## src/rtl/unified_bus_arbiter.sv

```systemverilog
// unified_bus_arbiter: one memory bus shared by an instruction and a data requester, with in-order read-response routing.
// Define BUS_ARBITER_ROUND_ROBIN_EN to replace fixed data priority with last-winner round-robin.
module unified_bus_arbiter #(
  parameter int unsigned TAG_DEPTH = 2
) (
  input  logic        clock,
  input  logic        reset,
  input  logic [31:0] inst_address,
  input  logic        inst_read_enable,
  output logic        inst_wait_req,
  output logic        inst_valid,
  output logic [31:0] inst_data,
  input  logic [31:0] data_address,
  input  logic [31:0] data_write_data,
  input  logic [3:0]  data_byte_enable,
  input  logic        data_read_enable,
  input  logic        data_write_enable,
  output logic        data_wait_req,
  output logic        data_valid,
  output logic [31:0] data_read_data,
  output logic [31:0] mem_address,
  output logic [31:0] mem_write_data,
  output logic [3:0]  mem_byte_enable,
  output logic        mem_read_enable,
  output logic        mem_write_enable,
  input  logic        mem_wait_req,
  input  logic        mem_valid,
  input  logic [31:0] mem_read_data,
  output logic        response_error
);

  localparam int unsigned PW = $clog2(TAG_DEPTH);
  localparam int unsigned CW = PW + 1;

  typedef enum logic [1:0] {
    IDLE,
    HOLD_DATA,
    HOLD_INST
  } state_t;

  state_t          state_q, state_d;
  logic            tag_q [TAG_DEPTH];
  logic [PW-1:0]   wr_ptr_q, wr_ptr_d;
  logic [PW-1:0]   rd_ptr_q, rd_ptr_d;
  logic [CW-1:0]   count_q, count_d;
  logic            error_q, error_d;

  logic            fifo_full, fifo_empty;
  logic            data_req, data_ok, inst_ok;
  logic            grant_data, grant_inst;
  logic            data_first;
  logic            mem_accept;
  logic            push, pop, pop_tag;

`ifdef BUS_ARBITER_ROUND_ROBIN_EN
  logic            last_data_q, last_data_d;

  assign data_first  = ~last_data_q;
  assign last_data_d = mem_accept ? grant_data : last_data_q;
`else
  assign data_first  = 1'b1;
`endif

  assign fifo_full  = (count_q == CW'(TAG_DEPTH));
  assign fifo_empty = (count_q == '0);

  // Reads are only eligible while a tag slot is free; writes never need one.
  assign data_req = data_read_enable | data_write_enable;
  assign data_ok  = data_req & (data_write_enable | ~fifo_full);
  assign inst_ok  = inst_read_enable & ~fifo_full;

  always_comb begin
    grant_data = 1'b0;
    grant_inst = 1'b0;
    if (!reset) begin
      case (state_q)
        HOLD_DATA: grant_data = data_ok;
        HOLD_INST: grant_inst = inst_ok;
        default: begin
          if (data_ok && (data_first || !inst_ok)) begin
            grant_data = 1'b1;
          end else if (inst_ok) begin
            grant_inst = 1'b1;
          end
        end
      endcase
    end
  end

  always_comb begin
    mem_address      = '0;
    mem_write_data   = '0;
    mem_byte_enable  = '0;
    mem_read_enable  = 1'b0;
    mem_write_enable = 1'b0;
    if (grant_data) begin
      mem_address      = data_address;
      mem_write_data   = data_write_data;
      mem_byte_enable  = data_byte_enable;
      mem_write_enable = data_write_enable;
      mem_read_enable  = data_read_enable & ~data_write_enable;
    end else if (grant_inst) begin
      mem_address      = inst_address;
      mem_byte_enable  = '1;
      mem_read_enable  = 1'b1;
    end
  end

  assign mem_accept    = (grant_data | grant_inst) & ~mem_wait_req;
  assign inst_wait_req = inst_read_enable & ~(grant_inst & mem_accept);
  assign data_wait_req = data_req & ~(grant_data & mem_accept);

  assign push       = mem_accept & mem_read_enable;
  assign pop        = mem_valid & ~fifo_empty & ~reset;
  assign pop_tag    = tag_q[rd_ptr_q];
  assign inst_valid = pop & ~pop_tag;
  assign data_valid = pop & pop_tag;

  assign inst_data      = mem_read_data;
  assign data_read_data = mem_read_data;
  assign response_error = error_q;

  always_comb begin
    state_d = state_q;
    case (state_q)
      IDLE: begin
        if (grant_data && mem_wait_req) begin
          state_d = HOLD_DATA;
        end else if (grant_inst && mem_wait_req) begin
          state_d = HOLD_INST;
        end
      end
      // A stalled read (tag FIFO full) keeps the hold; only acceptance releases it.
      HOLD_DATA: if (!data_req || mem_accept) state_d = IDLE;
      HOLD_INST: if (!inst_read_enable || mem_accept) state_d = IDLE;
      default:   state_d = IDLE;
    endcase
  end

  always_comb begin
    wr_ptr_d = push ? wr_ptr_q + PW'(1) : wr_ptr_q;
    rd_ptr_d = pop  ? rd_ptr_q + PW'(1) : rd_ptr_q;
    count_d  = count_q + CW'(push) - CW'(pop);
    error_d  = error_q | (mem_valid & fifo_empty);
  end

  always_ff @(posedge clock) begin
    if (push) begin
      tag_q[wr_ptr_q] <= grant_data;
    end
  end

  always_ff @(posedge clock) begin
    if (reset) begin
      state_q     <= IDLE;
      wr_ptr_q    <= '0;
      rd_ptr_q    <= '0;
      count_q     <= '0;
      error_q     <= 1'b0;
`ifdef BUS_ARBITER_ROUND_ROBIN_EN
      last_data_q <= 1'b0;
`endif
    end else begin
      state_q     <= state_d;
      wr_ptr_q    <= wr_ptr_d;
      rd_ptr_q    <= rd_ptr_d;
      count_q     <= count_d;
      error_q     <= error_d;
`ifdef BUS_ARBITER_ROUND_ROBIN_EN
      last_data_q <= last_data_d;
`endif
    end
  end

endmodule

```

## config.mk

```make
export PLATFORM = sky130hd
export DESIGN_NAME = unified_bus_arbiter
export DESIGN_NICKNAME = d
export VERILOG_FILES = /design/src/rtl/unified_bus_arbiter.sv
export SDC_FILE = /design/constraint.sdc
export NUM_CORES = 1
export LEC_CHECK = 0
export BUFFER_PORTS_ARGS = -buffer_cell sky130_fd_sc_hd__buf_2
export CAP_MARGIN = 0
export CORE_AREA = 2 2 107 109
export CTS_CLUSTER_SIZE = 10
export DETAILED_ROUTE_END_ITERATION = 7
export DIE_AREA = 0 0 109 111
export PLACE_DENSITY = 0.48
export SLEW_MARGIN = 20
export SYNTH_ARGS = -nofsm -noshare
export SYNTH_HDL_FRONTEND = slang
export SYNTH_SLANG_ARGS = --single-unit
```

## constraint.sdc

```tcl
create_clock -name clock -period 2.9 [get_ports clock]
set_input_delay 0 -clock clock [delete_from_list [all_inputs] [get_ports clock]]
set_output_delay 0 -clock clock [all_outputs]
set_load 0.01 [all_outputs]
```

Yosys cells after proc, flatten, opt, wreduce, memory -nomap -nowiden
Memories as Yosys holds them, arrays and structs flattened. A register that Yosys moved wholly into a read port is not among the register bits.
Cells that the tools add are included.
{ "word_totals": {"ff_bits": 7, "ramBits": 2, "input_bits": 139, "output_inout_bits": 139, "elab_cells": 75, "n_memories": 1} }
{ "memory_table": {"columns": ["name", "words", "word_bits", "rd", "rd_clocked_by_memory_dff", "wr", "line_no", "rtl"], "rows": [
  ["tag_q", 2, 1, 1, 1, 1, "42", "logic tag_q [TAG_DEPTH];"]
]} }
{ "classes": {"addsub": 4, "eq_ne": 6, "muxes": 24, "n_bitwise": 26, "n_reduce_logical": 9} }
{ "ops": {"columns": ["operator", "n"], "rows": [
  ["32-bit two-way mux", 3],
  ["1-bit AND", 14],
  ["1-bit two-way mux", 12],
  ["2-bit two-way mux", 4],
  ["4-bit two-way mux", 2],
  ["1-bit NOT", 8],
  ["2-bit case mux with 3 select lines", 1],
  ["2-bit equality test (second input constant)", 2],
  ["2-bit logical NOT", 2],
  ["2-bit != test (second input constant)", 2],
  ["1-bit OR", 4],
  ["1-bit case mux with 2 select lines", 2],
  ["3-bit != test (second input constant)", 1],
  ["3-bit AND reduction", 1],
  ["1-bit adder (second input constant)", 2],
  ["2-bit by 1-bit adder with 2-bit output", 1],
  ["2-bit by 1-bit equality test with 1-bit output (second input constant)", 1],
  ["1-bit logical AND", 2],
  ["1-bit logical NOT", 2],
  ["1-bit logical OR", 2],
  ["2-bit by 1-bit subtractor with 2-bit output", 1]
]} }

Longest topological paths before layout
{ "depth": {"word_depth": 12, "depth_mapped": 10, "mapped_depth_nobuf": 10} }

Worst setup path after synthesis
OpenSTA, ideal clock, no wires.
{ "synth_path": {"kind": "register to register", "startpoint": "register state_q[0]", "endpoint": "register count_q[0]", "setup_time_ps": 128, "arrival_ps": 2002, "t_required_ps": 2772, "slack_ps": 771, "path_stages_with_launch": 10, "path_buffers": 0, "path_cell_list": "dfxtp_1 -> inv_1 -> ha_1 -> nor3b_1 -> nor2_1 -> o21ai_1 -> ha_1 -> inv_1 -> ha_1 -> nor2b_1"} }
{ "synth_between": {"elab_chain_cells": 8} }
{ "synth_lines": {"columns": ["element", "line_no", "rtl"], "rows": [
  ["start: declaration", "41", "state_t state_q, state_d;"],
  ["start signal: assignment", "164", "state_q <= state_d;"],
  ["2-bit equality test or 2-bit by 1-bit equality test with 1-bit output (tied branches)", "76", "case (state_q)"],
  ["1-bit case mux with 2 select lines", "76", null],
  ["1-bit two-way mux", "75", "if (!reset) begin"],
  ["1-bit OR or 1-bit two-way mux (tied branches)", "109, 102", null],
  ["1-bit AND or 1-bit two-way mux (tied branches)", "109, 96", null],
  ["1-bit AND *", "113", "assign push = mem_accept & mem_read_enable;"],
  ["2-bit by 1-bit adder with 2-bit output *", "143", "count_d = count_q + CW'(push) - CW'(pop);"],
  ["2-bit by 1-bit subtractor with 2-bit output *", "143", null],
  ["via count_d[0]", "45", "logic [CW-1:0] count_q, count_d;"],
  ["end signal: assignment", "167", "count_q <= count_d;"],
  ["end: declaration", "45", null]
]} }
Mark *: on every way through the listed nets, which the timed path passes. The rest lies on a longest branch.
A chain may end at the register's enable or synchronous reset.

Final worst setup path
{ "layout_path": {"startpoint": "register state_q[0]", "endpoint": "output port mem_address[2]"} }
{ "layout_between": {"elab_chain_cells": 5} }
{ "layout_lines": {"columns": ["element", "line_no", "rtl"], "rows": [
  ["2-bit equality test or 2-bit by 1-bit equality test with 1-bit output (tied branches)", "76", null],
  ["1-bit case mux with 2 select lines", "76", null],
  ["1-bit two-way mux", "75", null],
  ["32-bit two-way mux", "102", "end else if (grant_inst) begin"],
  ["32-bit two-way mux *", "96", "if (grant_data) begin"],
  ["end: declaration", "21", "output logic [31:0] mem_address,"]
]} }
Every way passes the cells marked *; elsewhere a longest branch is shown, timed or not.

==> impl_metrics.env <==
export IMPL_numPortBuffers=181
export IMPL_worstMarginPinSlew_ns=0.632
export IMPL_synthesis_instances=216
export IMPL_fmax_mhz=440
export IMPL_placed_cell_area_um2=2250
export IMPL_cts_setup_buffers=0
export IMPL_h_tree_depth=1
export IMPL_num_fill_cells=1248
export IMPL_drive_gt1_share_pct=58.0
export IMPL_max_slew_margin_pct=57.9
export IMPL_drc=0
export IMPL_ys_warn_count=0
export IMPL_drt_iter0_drc=51
export IMPL_diodes=0
export IMPL_placeableCoreArea_um2=11100
export IMPL_dieHeight_um=111
export IMPL_grt_total_usage_pct=9.27
export IMPL_synth_seq_cells=10
export IMPL_overflow=0
export IMPL_crit_type="flop to output port"
export IMPL_first_pass_iters=4
export IMPL_crit_chain="inv_1 -> ha_1 -> nor4_4 -> buf_4 -> a22o_1 -> buf_2"
export IMPL_worst_setup_path_end_kind="output port"
export IMPL_netlist_area_um2=1710
export IMPL_cts_buffers=3
export IMPL_cts_tree="yes"
export IMPL_grt_max_degree=76
export IMPL_area_growth_pct=36.4
export IMPL_nets=471
export IMPL_wl_mm=6.38
export IMPL_setup_viol=0
export IMPL_rsz0062_at_grt="false"
export IMPL_hold_class="primary input to output port"
export IMPL_timing_critical_path_from="state_q[0]"
export IMPL_cts_hold_buffers=0
export IMPL_grt_first_pass_wirelength_mm=8.69
export IMPL_vias_per_cell=3.89
export IMPL_yosysUniqueCellTypes=36
export IMPL_synth_area_per_cell_um2=7.90
export IMPL_ys_seq_area_share_pct=12.9
export IMPL_fin_area_um2=2330
export IMPL_arrival_ns=2.27
export IMPL_slew_violations=0
export IMPL_status="finished, final reports clean"
export IMPL_die_w_um=109
export IMPL_r2r_end="count_q[1]"
export IMPL_clock_latency_ns=0.24
export IMPL_final_setup_tns_ns=0
export IMPL_die_area_um2=12100
export IMPL_power_leakage_nw=1.33
export IMPL_io_pins=278
export IMPL_ir_drop_mv=0.286
export IMPL_start_util_pct=15.4
export IMPL_worst_path_buf_inv=3
export IMPL_cap_violations=0
export IMPL_clock_path_buffers=2
export IMPL_fin_crit_sh_pct=78.3
export IMPL_syn_nets=360
export IMPL_crit_path_start_kind="flop"
export IMPL_dp_hpwl_mm=5.36
export IMPL_fin_crit_ns=2.27
export IMPL_worst_path_stages=6
export IMPL_slowest_stage="buf_4"
export IMPL_cp_top_family="buffers and inverters"
export IMPL_antenna_left=0
export IMPL_rr_startpoint="state_q[0]"
export IMPL_cts_resized=0
export IMPL_cp_required_ns=2.90
export IMPL_wire_per_inst_um=13.6
export IMPL_powerDensity_nw_per_um2=351
export IMPL_finalHoldViolCount=0
export IMPL_gp_congestion=0.767
export IMPL_rows=39
export IMPL_max_stage_delay_ns=0.56
export IMPL_path_clk_slew_ns=0.04
export IMPL_clock_skew_ns=0.00241
export IMPL_r2r_setup_slack_ns=0.71
export IMPL_cts_root_buf="clkbuf_16"
export IMPL_grt_pass1_vias=1621
export IMPL_cts_sink_count=10
export IMPL_crit_path_end="mem_address[2]"
export IMPL_grt_antenna_before_repair=0
export IMPL_path_max_fanout=75
export IMPL_ff2ff_path_depth=10
export IMPL_num_vias=1824
[worst min-delay path by stage]
stage	end	startpoint	depth (start not counted)	slack [ns]
after floorplan	mem_write_enable	reset	1	0.06
after global placement	data_read_data[5]	mem_read_data[5]	0	0.0001
after detailed placement	data_read_data[5]	mem_read_data[5]	0	0.0001
after CTS	data_read_data[5]	mem_read_data[5]	0	0.0001
after global routing	inst_data[26]	mem_read_data[26]	0	0.00002
final	inst_data[0]	mem_read_data[0]	0	0.000006
[flip-flops by register name (all words and copies together), names as in the netlist, named ones only]
name,flops
tag_q,2
count_q,2
response_error,1
wr_ptr_q,1
state_q,2
rd_ptr_q,1
[power by group]
group          switching [mW]  total [mW]  internal (mW)
Clock                  0.0681       0.249          0.181
Sequential             0.0129       0.172          0.159
Combinational           0.203       0.396          0.194
[worst register-to-register path, stage by stage, from the launching register on]
cell	delay, ns
dfxtp_1	0.34
inv_1	0.07
ha_1	0.31
nor2b_1	0.17
nor4b_4	0.28
o21ai_1	0.17
ha_1	0.32
inv_1	0.04
ha_1	0.18
xnor2_1	0.16
nor2_1	0.05
[cells by family (layout without fill, tap and decap cells)]
family / after synthesis / in the layout / synth area share (%)
and+or+nand+nor: 61 / 61 / 22.2
adders and majority gates: 5 / 5 / 3.67
muxes: 1 / 1 / 0.587
buffers and inverters: 82 / 192 / 34.2
xor gates and xnor gates: 3 / 3 / 1.54
AOI/OAI and AO/OA: 54 / 54 / 24.9
DFF: 10 / 10 / 12.9
[final cells by class]
class	instances	area, um^2	share of cell area, %
clock inverters	1	3.75	0.161
multi-input cells	124	911	39.1
repair buffers	183	921	39.5
flip-flops and latches	10	220	9.46
inverters	5	18.8	0.806
well taps	143	179	7.68
clock buffers	3	75.1	3.22
[placed cells by master (no fill, tap or decap), types with 3 or more instances in the layout]
master	n
a21o_1	4
a21oi_1	7
a22o_1	32
and2_1	33
buf_2	181
clkbuf_16	3
dfxtp_1	8
ha_1	5
inv_1	5
nor2_1	13
nor2b_1	5
[synth_stat cells (all sizes together)]
cell / number / area, um^2
a211o: 1 / 8.76
a211oi: 2 / 15.0
a21boi: 1 / 7.51
a21o: 4 / 30.0
a21oi: 7 / 35.0
a22o: 32 / 280
a31oi: 1 / 6.26
and2: 33 / 206
and4: 1 / 8.76
buf: 73 / 548
clkbuf: 4 / 17.5
dfxtp: 8 / 160
edfxtp: 2 / 60.1
ha: 5 / 62.6
inv: 5 / 18.8
mux2i: 1 / 10.0
nand2: 1 / 3.75
nand2b: 2 / 12.5
nor2: 13 / 48.8
nor2b: 5 / 31.3
nor3: 1 / 5.00
nor3b: 2 / 20.0
nor4: 2 / 18.8
nor4b: 1 / 23.8
o2111a: 1 / 11.3
o21a: 1 / 7.51
o21ai: 3 / 15.0
o21bai: 1 / 7.51
xnor2: 1 / 8.76
xor2: 2 / 17.5
[through the flow]
stage | worst slack (ns) | hold WS [ns] | power [mW] | cells | utilization, %
after floorplan | 0.771 | 0.0639 | 0.485 | 216 | -
after global placement | 0.743 | 0.000106 | 0.573 | 465 | 20.3
after detailed placement | 0.697 | 0.000106 | 0.574 | 465 | 20.3
after CTS | 0.615 | 0.000106 | 0.831 | 469 | 21.0
after global routing | 0.460 | 0.0000221 | 0.875 | 469 | 21.0
final | 0.629 | 0.00000580 | 0.818 | 469 | 21.0
[routing by layer]
| layer | global-route usage, % | vias up | wire length (um) |
|---|---|---|---|
| met4 | 2.14 | 0 | 58 |
| li1 | - | 896 | - |
| met2 | 14.1 | 121 | 2780 |
| met1 | 10.8 | 797 | 2410 |
| met5 | 0 | - | 0 |
| met3 | 6.00 | 10 | 1130 |
Note: power is estimated with default switching activity, not from simulation.
